--- src/rtl/vga_scanout.sv ---
// Pixel FIFO plus VGA-style scan timing. Output starts only after the FIFO has first filled.
// Optional build macro VGA_SCANOUT_TESTPATTERN_EN: underrun pixels show h_cnt ^ v_cnt instead of black.
`timescale 1ns/1ps
module vga_scanout #(
    parameter int H_ACTIVE   = 32,
    parameter int H_FP       = 2,
    parameter int H_SYNC     = 4,
    parameter int H_BP       = 2,
    parameter int V_ACTIVE   = 32,
    parameter int V_FP       = 1,
    parameter int V_SYNC     = 2,
    parameter int V_BP       = 1,
    parameter int FIFO_DEPTH = 4
) (
    input  logic       clk,
    input  logic       rst,
    input  logic [7:0] data_i,
    input  logic       stb_i,
    output logic       ack_i,
    output logic       sync,
    output logic       hsync,
    output logic       vsync,
    output logic       de,
    output logic [7:0] rgb,
    output logic       underrun
);

    localparam int H_TOTAL = H_ACTIVE + H_FP + H_SYNC + H_BP;
    localparam int V_TOTAL = V_ACTIVE + V_FP + V_SYNC + V_BP;
    localparam int AW      = $clog2(FIFO_DEPTH);

    localparam logic [9:0] H_LAST       = 10'(H_TOTAL - 1);
    localparam logic [9:0] V_LAST       = 10'(V_TOTAL - 1);
    localparam logic [9:0] H_ACT        = 10'(H_ACTIVE);
    localparam logic [9:0] V_ACT        = 10'(V_ACTIVE);
    localparam logic [9:0] H_SYNC_START = 10'(H_ACTIVE + H_FP);
    localparam logic [9:0] H_SYNC_END   = 10'(H_ACTIVE + H_FP + H_SYNC);
    localparam logic [9:0] V_SYNC_START = 10'(V_ACTIVE + V_FP);
    localparam logic [9:0] V_SYNC_END   = 10'(V_ACTIVE + V_FP + V_SYNC);
    localparam logic [AW:0] FULL_CNT    = (AW+1)'(FIFO_DEPTH);

    typedef enum logic {FILL, RUN} state_t;

    state_t        state_reg;
    logic [7:0]    mem [FIFO_DEPTH];
    logic [AW-1:0] wr_ptr_reg;
    logic [AW-1:0] rd_ptr_reg;
    logic [AW:0]   count_reg;
    logic [9:0]    h_cnt_reg;
    logic [9:0]    v_cnt_reg;
    logic [9:0]    h_cnt_next;
    logic [9:0]    v_cnt_next;

    logic       ack_reg;
    logic       sync_reg;
    logic       hsync_reg;
    logic       vsync_reg;
    logic       de_reg;
    logic [7:0] rgb_reg;
    logic       underrun_reg;

    logic       full;
    logic       empty;
    logic       push;
    logic       pop;
    logic       active;
    logic       hs_zone;
    logic       vs_zone;
    logic [7:0] fill_pixel;

    // Full is taken from the registered count, so a same-cycle pop never frees room for a push.
    assign full    = (count_reg == FULL_CNT);
    assign empty   = (count_reg == '0);
    assign push    = stb_i && !ack_reg && !full;
    assign active  = (state_reg == RUN) && (h_cnt_reg < H_ACT) && (v_cnt_reg < V_ACT);
    assign pop     = active && !empty;
    assign hs_zone = (h_cnt_reg >= H_SYNC_START) && (h_cnt_reg < H_SYNC_END);
    assign vs_zone = (v_cnt_reg >= V_SYNC_START) && (v_cnt_reg < V_SYNC_END);

`ifdef VGA_SCANOUT_TESTPATTERN_EN
    assign fill_pixel = h_cnt_reg[7:0] ^ v_cnt_reg[7:0];
`else
    assign fill_pixel = 8'h00;
`endif

    always_comb begin
        h_cnt_next = h_cnt_reg;
        v_cnt_next = v_cnt_reg;
        if (h_cnt_reg == H_LAST) begin
            h_cnt_next = '0;
            v_cnt_next = (v_cnt_reg == V_LAST) ? '0 : v_cnt_reg + 10'd1;
        end else begin
            h_cnt_next = h_cnt_reg + 10'd1;
        end
    end

    // Storage has no reset so it can map onto RAM primitives.
    always_ff @(posedge clk) begin
        if (push) begin
            mem[wr_ptr_reg] <= data_i;
        end
    end

    always_ff @(posedge clk or posedge rst) begin
        if (rst) begin
            state_reg    <= FILL;
            wr_ptr_reg   <= '0;
            rd_ptr_reg   <= '0;
            count_reg    <= '0;
            h_cnt_reg    <= '0;
            v_cnt_reg    <= '0;
            ack_reg      <= 1'b0;
            sync_reg     <= 1'b0;
            hsync_reg    <= 1'b1;
            vsync_reg    <= 1'b1;
            de_reg       <= 1'b0;
            rgb_reg      <= 8'h00;
            underrun_reg <= 1'b0;
        end else begin
            ack_reg <= push;
            if (push) begin
                wr_ptr_reg <= wr_ptr_reg + AW'(1);
            end
            if (pop) begin
                rd_ptr_reg <= rd_ptr_reg + AW'(1);
            end
            count_reg <= count_reg + (AW+1)'(push) - (AW+1)'(pop);

            case (state_reg)
                FILL: begin
                    if (full) begin
                        state_reg <= RUN;
                    end
                end
                RUN: begin
                    h_cnt_reg <= h_cnt_next;
                    v_cnt_reg <= v_cnt_next;
                    sync_reg  <= (h_cnt_reg == '0) && (v_cnt_reg == '0);
                    hsync_reg <= !hs_zone;
                    vsync_reg <= !vs_zone;
                    de_reg    <= active;
                    if (!active) begin
                        rgb_reg <= 8'h00;
                    end else if (empty) begin
                        rgb_reg      <= fill_pixel;
                        underrun_reg <= 1'b1;
                    end else begin
                        rgb_reg <= mem[rd_ptr_reg];
                    end
                end
                default: state_reg <= FILL;
            endcase
        end
    end

    assign ack_i    = ack_reg;
    assign sync     = sync_reg;
    assign hsync    = hsync_reg;
    assign vsync    = vsync_reg;
    assign de       = de_reg;
    assign rgb      = rgb_reg;
    assign underrun = underrun_reg;

endmodule

--- config.mk ---
export PLATFORM = sky130hd
export DESIGN_NAME = vga_scanout
export DESIGN_NICKNAME = d
export VERILOG_FILES = /design/src/rtl/vga_scanout.sv
export SDC_FILE = /design/constraint.sdc
export NUM_CORES = 1
export LEC_CHECK = 0
export CAP_MARGIN = 20
export CORE_MARGIN = 2
export CORE_UTILIZATION = 30
export CTS_CLUSTER_SIZE = 16
export DETAILED_ROUTE_END_ITERATION = 10
export PLACE_DENSITY = 0.45
export SYNTH_ARGS = -nofsm -noshare
export SYNTH_HDL_FRONTEND = slang
export SYNTH_SLANG_ARGS = --single-unit
--- constraint.sdc ---
create_clock -name clk -period 4.2 [get_ports clk]
set_input_delay 1.26 -clock clk [delete_from_list [all_inputs] [get_ports clk]]
set_output_delay 1.26 -clock clk [all_outputs]
set_load 0.01 [all_outputs]
==> results of run 1 <==
-- worst max path at each step --
stage / startpoint / endpoint / slack (ps) / depth (start not counted)
5_1_grt: stb_i / count_reg[2] / 1220 / 8
6_report: stb_i / count_reg[2] / 1330 / 8
2_1_floorplan: stb_i / count_reg[2] / 1440 / 8
4_1_cts: stb_i / count_reg[2] / 1310 / 8
3_5_place_dp: stb_i / count_reg[2] / 930 / 8
3_3_place_gp: stb_i / count_reg[2] / 970 / 8
-- synthesized netlist by cell type, types with 2 or more instances --
cell      count  area, sq um
and3_1        2        12.51
inv_1        18        67.56
xor2_1        5        43.79
dfrtp_1      40         1001
dfstp_2       2        52.55
nand4_1       7        43.79
a31oi_1       2        12.51
a21o_1        2        15.01
xnor2_1      16        140.1
nor4_1        3        18.77
nand2_1       7        26.28
ha_1         11        137.6
mux4_2        8        180.2
clkbuf_1      4        15.01
mux2_2        2        22.52
edfxtp_1     32        960.9
nand3_1       7        35.03
a41oi_1       2        17.52
buf_1         2        7.510
a22o_1        8        70.07
and2_1        4        25.02
o21ai_0       3        15.01
nor2_1        9        33.78
nor3_1        5        25.02
or4_4         2        22.52
-- cell families (layout without fill, tap and decap cells) --
group,count (synthesis),in the layout
buf+inv,27,61
fa+ha+maj,12,12
simple gates,55,55
xor+xnor,21,21
flops,74,74
compound gates,20,20
mux,11,11
-- worst max-delay path: cells and delay by family --
kind                     cells  cell delay (ps)
adder cells (fa/ha/maj)      3              840
XOR/XNOR                     1              130
buffers and inverters        3              570
AND/OR/NAND/NOR              1              310
-- report_power, final --
part           internal (mW)  switching [mW]  total, mW
Sequential             0.944           0.172       1.12
Combinational          0.397           0.327      0.724
Clock                  0.400           0.277      0.677
Total                   1.74           0.776       2.52
-- area by class of cell --
type                       count  area [sq um]
inverter                      19         72.57
fill                         975          6431
clock buffer                   9         123.9
clock inverter                 7         123.9
sequential                    74          2014
tap                          136         170.2
timing repair buffer          26         275.3
multi-input combinational    119          1020
-- per-stage QoR --
| stage | total power [mW] | hold WS, ps | instances | setup slack (ps) |
|---|---|---|---|---|
| final | 2.516 | 494.1 | 390 | 1333 |
| after global routing | 2.707 | 510.5 | 390 | 1216 |
| after CTS | 2.569 | 499.4 | 389 | 1312 |
| after detailed placement | 1.877 | 478.3 | 373 | 930.2 |
| after global placement | 1.863 | 476.4 | 373 | 971.2 |
| after floorplan | 1.613 | 458.7 | 220 | 1439 |
-- routing by layer --
metal	track usage [%]	vias to the layer above	wire [microns]
met5	0	-	0
met4	3.665	0	39
met3	3.679	4	189
met2	18.64	28	2842
met1	14.29	919	2653
li1	-	855	-
==> flow_summary.json, run 1 <==
{
  "post-route-util_pct": 37.14,
  "synthMuxAreaShare_pct": 6.770,
  "num_rows": 37,
  "postSynthCellCount": 220,
  "ys_seq_area_share_pct": 64.12,
  "skew_ps": 7.877,
  "placed_area_sq_um": 3525,
  "vias_per_cell": 4.631,
  "synth_fa_ha_area_share_pct": 5.018,
  "drive_above_1_share_pct": 14.17,
  "routabilityCongestion": 0.6998,
  "port_buffers": 24,
  "hold_class": "register to register",
  "cts_tree": "yes",
  "critical_path.max_fanout": 8,
  "p_per_area_nw_per_um2": 662.2,
  "r2r-start": "state_reg",
  "mostFrequentLayoutCell": "dfrtp_1",
  "fmax_mhz": 348.8,
  "drc": 0,
  "yosys.area_share.simple_pct": 9.996,
  "drv_slew": 0,
  "die_area_sq_um": 11310,
  "synthXorXnorAreaFrac_pct": 5.854,
  "cts_root_buf": "clkbuf_8",
  "grt_max_degree": 28,
  "async_flop_share_pct": 56.76,
  "first_pass_iters": 4,
  "whs_endpoint": "underrun",
  "numClockSinks": 74,
  "grt_pass1_wl_microns": 9804,
  "diodes": 0,
  "worst_r2r_path_depth": 7,
  "finalSetupViolCount": 0,
  "cts_setup_buffers": 0,
  "ios": 25,
  "dp_hpwl_microns": 3860,
  "grt_setup_unrepaired": "no",
  "die_x_microns": 106.3,
  "synth_top_family_by_area": "simple AND/OR/NAND/NOR gates",
  "area_growth_pct": 20.95,
  "r2r-end": "count_reg[1]",
  "max_stage_delay_ps": 450,
  "cts_resized": 0,
  "min_period_over_period_pct": 68.26,
  "final_cell_mix": "dfrtp_1 (40), edfxtp_1 (32), clkdlybuf4s50_1 (24)",
  "setup_tns_ps": 0,
  "drtIter0Drc": 48,
  "p_leak_nw": 1.526,
  "avgSynthCellArea_sq_um": 14.28,
  "syn_nets": 243,
  "cpMaxStageDelayCell": "clkdlybuf4s50_1",
  "cts.clk_slew.worst_paths_ps": 80,
  "cts_hold_buf": 0,
  "final_nets": 272,
  "drv_cap": 0,
  "holdPathStages": 1,
  "yosys_warnings": 0,
  "final_area_sq_um": 3800,
  "ant_nets": 0,
  "synth_area_sq_um": 3142,
  "synth_compound_area_share_pct": 4.819,
  "wl_microns": 5724,
  "finalHoldViolCount": 0,
  "r2r_slack_ps": 1520,
  "clockBufferDepth": 2,
  "crit_required_ps": 4440,
  "synth_seq_cells": 74,
  "die_y_microns": 106.3,
  "vias": 1806,
  "hold_start": "underrun",
  "synth_edf_count": 32,
  "start_kind": "primary input",
  "overflow": 0,
  "grtUsageTotal_pct": 11.39,
  "core_region_area_sq_um": 10230,
  "ys.flop_type": "dfrtp_1",
  "status": "finished, final reports clean",
  "clk_latency_ps": 340,
  "synth_cell_types": 42,
  "cts-buffers-inserted": 9,
  "worst_pin_slew_ps": 595.5,
  "largest_reg_flops": 32,
  "peakVddDrop_v": 0.0002404,
  "criticalPathCategory": "primary input to register",
  "period_needed_ps": 2867,
  "antenna_found_initial": 0,
  "wire_per_inst_microns": 14.68,
  "start_util_pct": 30.71,
  "worstPathArrival_ps": 3100,
  "grt_pass1_vias": 1906,
  "slew_headroom_pct": 60.30,
  "htree_levels": 3,
  "crit_chain": "clkdlybuf4s50_1, and3b_1, inv_1, ha_1, inv_1, ha_1, fa_1, xnor2_1",
  "cp-end-kind": "register"
}
(Power assumes the default switching activity.)
==> run 2, diff against run 1 <==
--- a/config.mk
+++ b/config.mk
@@ -10,7 +10,7 @@
 export CORE_UTILIZATION = 30
 export CTS_CLUSTER_SIZE = 16
 export DETAILED_ROUTE_END_ITERATION = 10
-export PLACE_DENSITY = 0.45
+export PLACE_DENSITY = 0.46
 export SYNTH_ARGS = -nofsm -noshare
 export SYNTH_HDL_FRONTEND = slang
 export SYNTH_SLANG_ARGS = --single-unit
==> constraint.sdc (replaced) <==
create_clock -name clk -period 2.3 [get_ports clk]
set_input_delay 0.69 -clock clk [delete_from_list [all_inputs] [get_ports clk]]
set_output_delay 0.69 -clock clk [all_outputs]
set_load 0.01 [all_outputs]
==> run 2 against run 1 <==
Compared with the run above: the run now ends with setup timing left; flip-flop and latch count unchanged; clock skew up 2.5 ps; first-iteration DRC count up 2.1%; sequential share of layout area down 3.0 points; cell count up 6.4%; clock-buffer cell count up 2; worst hold slack worse by 25 ps; sequential power up 79%; critical path type is now register to register; critical endpoint is now count_reg[1].
==> flow_summary.json, run 2 (synthesis results as in run 1) <==
{
  "status": "finished, violations left",
  "violations": "setup timing",
  "comb_power_share_pct": 35.2,
  "cts_tree": "yes",
  "cp-end-kind": "register",
  "die_area_sq_um": 11310,
  "drv_cap": 0,
  "internal_power_mw": 3.292,
  "vias": 1841,
  "clkPwrFrac_pct": 22.6,
  "slew_headroom_pct": 59.39,
  "ant_nets": 0,
  "critical_path.max_fanout": 2,
  "final_nets": 297,
  "grtUsageTotal_pct": 11.18,
  "setup_tns_ps": -169.1,
  "dp_hpwl_microns": 3880,
  "cpMaxStageDelayCell": "or4_4",
  "period_needed_ps": 2395,
  "seqCellArea_sq_um": 2014,
  "drive_above_1_share_pct": 22.58,
  "routabilityCongestion": 0.7576,
  "core_region_area_sq_um": 10230,
  "critPathBufInv": 2,
  "clk_latency_ps": 340,
  "crit_chain": "or4_4, or4_4, clkinv_4, ha_4, inv_4, ha_4, fa_2",
  "finalHoldViolCount": 0,
  "cp_top_family": "simple AND/OR/NAND/NOR gates",
  "dp_slack_ps": -122.7,
  "mostFrequentLayoutCell": "dfrtp_1",
  "hold_class": "register to register",
  "numClockSinks": 74,
  "criticalPathCategory": "register to register",
  "largest_reg_flops": 32,
  "overflow": 0,
  "p_sw_share_pct": 30.60,
  "htree_levels": 3,
  "drc": 0,
  "skew_ps": 10.41,
  "multi_input_area_sq_um": 1051,
  "drv_slew": 0,
  "num_rows": 37,
  "final_cell_mix": "dfrtp_1 (40), edfxtp_1 (32), clkdlybuf4s50_1 (24)",
  "vias_per_cell": 4.436,
  "clockBufferDepth": 2,
  "ios": 25,
  "setup_ws_ps": -94.58,
  "area_growth_pct": 28.32,
  "peakVddDrop_v": 0.0004683,
  "seqPwrFrac_pct": 42.2,
  "cts.clk_slew.worst_paths_ps": 70,
  "die_y_microns": 106.3,
  "power_mw": 4.744,
  "wl_microns": 5802,
  "start_util_pct": 30.71,
  "cts-buffers-inserted": 9,
  "fmax_mhz": 417.6,
  "drtIter0Drc": 49,
  "cts_root_buf": "clkbuf_8",
  "grt_max_degree": 43,
  "diodes": 0,
  "grt_pass1_vias": 1879,
  "start_kind": "register",
  "worstPathArrival_ps": 2610,
  "wire_per_inst_microns": 13.98,
  "grt_pass1_wl_microns": 9542,
  "crit_required_ps": 2510,
  "min_period_over_period_pct": 104.1,
  "grt_setup_unrepaired": "yes",
  "max_stage_delay_ps": 530,
  "worst_pin_slew_ps": 603.6,
  "p_leak_nw": 1.645,
  "finalSetupViolCount": 2,
  "die_x_microns": 106.3,
  "switchingPower_mw": 1.451,
  "port_buffers": 24,
  "fill_cells": 980,
  "p_per_area_nw_per_um2": 1177,
  "cts_hold_buf": 0,
  "first_pass_iters": 4,
  "antenna_found_initial": 0
}
-- run 2: changes by cell type in the layout (fill, tap and decap cells not counted), sizes merged --
cell and delta:
buf +25, clkbuf +2, inv -2, bufinv -1, clkinv +1
-- run 2: cell type report --
class,instances,area share (%)
clock inverters,5,1.986
flip-flops and latches,74,49.97
inverters,19,1.955
repair buffers,51,12.54
multi-input cells,119,26.07
clock buffers,11,3.259
well taps,136,4.221
-- run 2: power groups by stage --
| stage | sequential (mW) | clock [mW] | combinational (mW) |
|---|---|---|---|
| detailed placement | 2.04 | 0 | 1.67 |
| floorplan | 1.95 | 0 | 1.07 |
| CTS | 2.02 | 1.13 | 1.67 |
| global route | 2.06 | 1.17 | 1.87 |
| global placement | 2.04 | 0 | 1.66 |
| finish | 2.00 | 1.07 | 1.67 |
-- run 2: what timing repair did --
item	CTS	global route
buffers inserted	0	1
gates resized for setup	0	1
setup endpoints to repair	2	2
pin swaps	1	2
-- run 2: final timing paths --
kind                         startpoint             to  slack, ps  depth (start not counted)
max                        h_cnt_reg[6]   count_reg[1]        -90                          7
min                            underrun       underrun        470                          1
max reg2reg                h_cnt_reg[6]   count_reg[1]        -90                          7
min reg2reg                    underrun       underrun        470                          1
max in group asynchronous           rst          vsync       1350                          3
min in group asynchronous           rst  wr_ptr_reg[1]        680                          3
-- run 2: metal layers --
| metal | GRT usage (%) | wire length [microns] | part of all wire (%) |
|---|---|---|---|
| met1 | 13.74 | 2636 | 45 |
| met2 | 18.54 | 2872 | 50 |
| met3 | 4.047 | 230 | 4.0 |
| met4 | 3.102 | 62 | 1.1 |
| met5 | 0 | 0 | 0 |
-- run 2: worst register-to-register path: stages, from the launching register on --
cell	delay, ps
dfrtp_1	380
or4_4	530
or4_4	520
clkinv_4	80
ha_4	190
inv_4	50
ha_4	110
fa_2	410
-- run 2: per-stage QoR --
stage | area [sq um] | utilization [%] | instances | hold slack, ps
4_1_cts | 4021 | 39.31 | 414 | 472.6
5_1_grt | 4031 | 39.40 | 415 | 499.3
6_report | 4031 | 39.40 | 415 | 469.1
2_1_floorplan | 3177 | - | 220 | 464.5
3_3_place_gp | 3810 | 37.24 | 398 | 445.3
3_5_place_dp | 3810 | 37.24 | 398 | 450.8
==> run 3, diff against run 2 <==
--- a/config.mk
+++ b/config.mk
@@ -6,11 +6,13 @@
 export NUM_CORES = 1
 export LEC_CHECK = 0
 export CAP_MARGIN = 20
+export CELL_PAD_IN_SITES_DETAIL_PLACEMENT = 0
+export CELL_PAD_IN_SITES_GLOBAL_PLACEMENT = 1
 export CORE_MARGIN = 2
 export CORE_UTILIZATION = 30
 export CTS_CLUSTER_SIZE = 16
 export DETAILED_ROUTE_END_ITERATION = 10
-export PLACE_DENSITY = 0.46
+export PLACE_DENSITY = 0.53
 export SYNTH_ARGS = -nofsm -noshare
 export SYNTH_HDL_FRONTEND = slang
 export SYNTH_SLANG_ARGS = --single-unit
==> run 3 against run 2 <==
Compared with the run above: the run still ends with setup timing left; sequential share of layout area is 0.17 points higher; flip-flop and latch count unchanged; final area shrank 0.34%; cell count up 0.24%; critical path depth is the same; clock-buffer cell count is 2 lower; clock power hardly changed; non-clock buffer count grew 1; worst hold slack improved by 6.6 ps; largest cell class unchanged.
==> flow_summary.json, run 3 (synthesis results as in run 1) <==
{
  "whs_endpoint": "underrun",
  "setup_ws_ps": -102.3,
  "seqPwrFrac_pct": 42.0,
  "r2r_slack_ps": -100,
  "dp_slack_ps": -115.3,
  "final_cell_mix": "dfrtp_1 (40), edfxtp_1 (32), clkdlybuf4s50_1 (24), buf_4 (24)",
  "start_kind": "register",
  "cp-end-kind": "register",
  "criticalPathCategory": "register to register",
  "holdPathStages": 1,
  "core_region_area_sq_um": 10230,
  "status": "finished, violations left",
  "drive_above_1_share_pct": 23.93,
  "vias_per_cell": 4.466,
  "p_per_area_nw_per_um2": 1168,
  "clk_latency_ps": 350,
  "routabilityCongestion": 0.6798,
  "cts_resized": 0,
  "r2r-end": "count_reg[1]",
  "htree_levels": 3,
  "drtIter0Drc": 44,
  "switchingPower_mw": 1.504,
  "final_nets": 298,
  "p_leak_nw": 1.646,
  "area_growth_pct": 27.88,
  "grtUsageTotal_pct": 11.59,
  "die_y_microns": 106.3,
  "p_sw_share_pct": 32.04,
  "grt_max_degree": 43,
  "start_util_pct": 30.71,
  "cts_root_buf": "clkbuf_8",
  "hold_class": "register to register",
  "wire_per_inst_microns": 13.73,
  "first_pass_iters": 4,
  "dp_hpwl_microns": 4040,
  "min_period_over_period_pct": 104.4,
  "grt_pass1_wl_microns": 9915,
  "finalHoldViolCount": 0,
  "finalSetupViolCount": 2,
  "wl_microns": 5713,
  "die_area_sq_um": 11310,
  "cts_tree": "yes",
  "ant_nets": 0,
  "grt_setup_unrepaired": "yes",
  "violations": "setup timing",
  "critical_path.max_fanout": 3,
  "worst_pin_slew_ps": 599.5,
  "worstPathArrival_ps": 2630,
  "cts-buffers-inserted": 9,
  "ios": 25,
  "placed_area_sq_um": 3790,
  "cts.clk_slew.worst_paths_ps": 80,
  "antenna_found_initial": 0,
  "worst_r2r_path_depth": 7,
  "vias": 1858,
  "slew_headroom_pct": 59.67,
  "hold_start": "underrun",
  "drv_slew": 0,
  "mostFrequentLayoutCell": "dfrtp_1",
  "numClockSinks": 74,
  "r2r-start": "h_cnt_reg[7]",
  "fill_cells": 997,
  "internal_power_mw": 3.190,
  "cp-startpoint": "h_cnt_reg[7]",
  "port_buffers": 24,
  "drc": 0,
  "clkPwrFrac_pct": 22.3,
  "final_area_sq_um": 4018,
  "period_needed_ps": 2402,
  "drv_cap": 0,
  "num_rows": 37,
  "grt_pass1_vias": 1942,
  "skew_ps": 11.92,
  "diodes": 0,
  "peakVddDrop_v": 0.0003942,
  "largest_reg_flops": 32,
  "clockBufferDepth": 2,
  "crit_required_ps": 2530,
  "comb_power_share_pct": 35.8,
  "fmax_mhz": 416.3,
  "die_x_microns": 106.3,
  "overflow": 0
}
## run 3: worst max-delay path by stage
stage	to
after detailed placement	count_reg[2]
after global routing	count_reg[1]
after global placement	count_reg[2]
final	count_reg[1]
after CTS	count_reg[1]
after floorplan	count_reg[1]
## run 3: layout make-up
type	instances	area (sq um)	area share [%]
clock buffers	9	123.9	3.083
clock inverters	7	81.33	2.024
inverters	19	76.32	1.900
multi-input cells	119	1051	26.16
flip-flops and latches	74	2014	50.14
well taps	136	170.2	4.235
repair buffers	52	500.5	12.46
## run 3: power groups by stage
stage               Sequential, mW  Combinational [mW]  Clock [mW]
floorplan                     1.95                1.07           0
detailed placement            2.00                1.67           0
global route                  2.02                1.90        1.16
CTS                           1.98                1.70        1.10
global placement              2.00                1.67           0
finish                        1.97                1.68        1.05
## run 3: critical path: stages (launching register included)
cell	delay, ps
dfrtp_1	380
or4_4	540
or4_4	530
clkinv_4	70
ha_4	180
inv_2	50
ha_4	110
fa_2	410
## run 3: layer usage
layer	track usage, %	wire (microns)	vias to the layer above
met5	0	0	-
li1	-	-	906
met2	18.18	2777	29
met3	4.231	211	9
met1	14.78	2637	914
met4	4.041	87	0
## run 3: timing repair
action                                  in CTS  in global routing
endpoints found under the setup margin       2                  2
cloned                                       0                  0
hold buffers                                 0                  0
pin swaps                                    1                  3
buffers inserted                             1                  2
## run 3: metrics by stage
step / cells / power [mW] / setup TNS (ps) / hold WS, ps / util [%]
after floorplan: 220 / 3.025 / -249.3 / 464.5 / -
after global placement: 397 / 3.668 / -227.9 / 456.5 / 37.04
after detailed placement: 397 / 3.678 / -230.6 / 465.5 / 37.04
after CTS: 414 / 4.777 / -180.3 / 483.8 / 39.12
after global routing: 416 / 5.075 / -272.6 / 498.0 / 39.27
final: 416 / 4.694 / -170.4 / 475.8 / 39.27
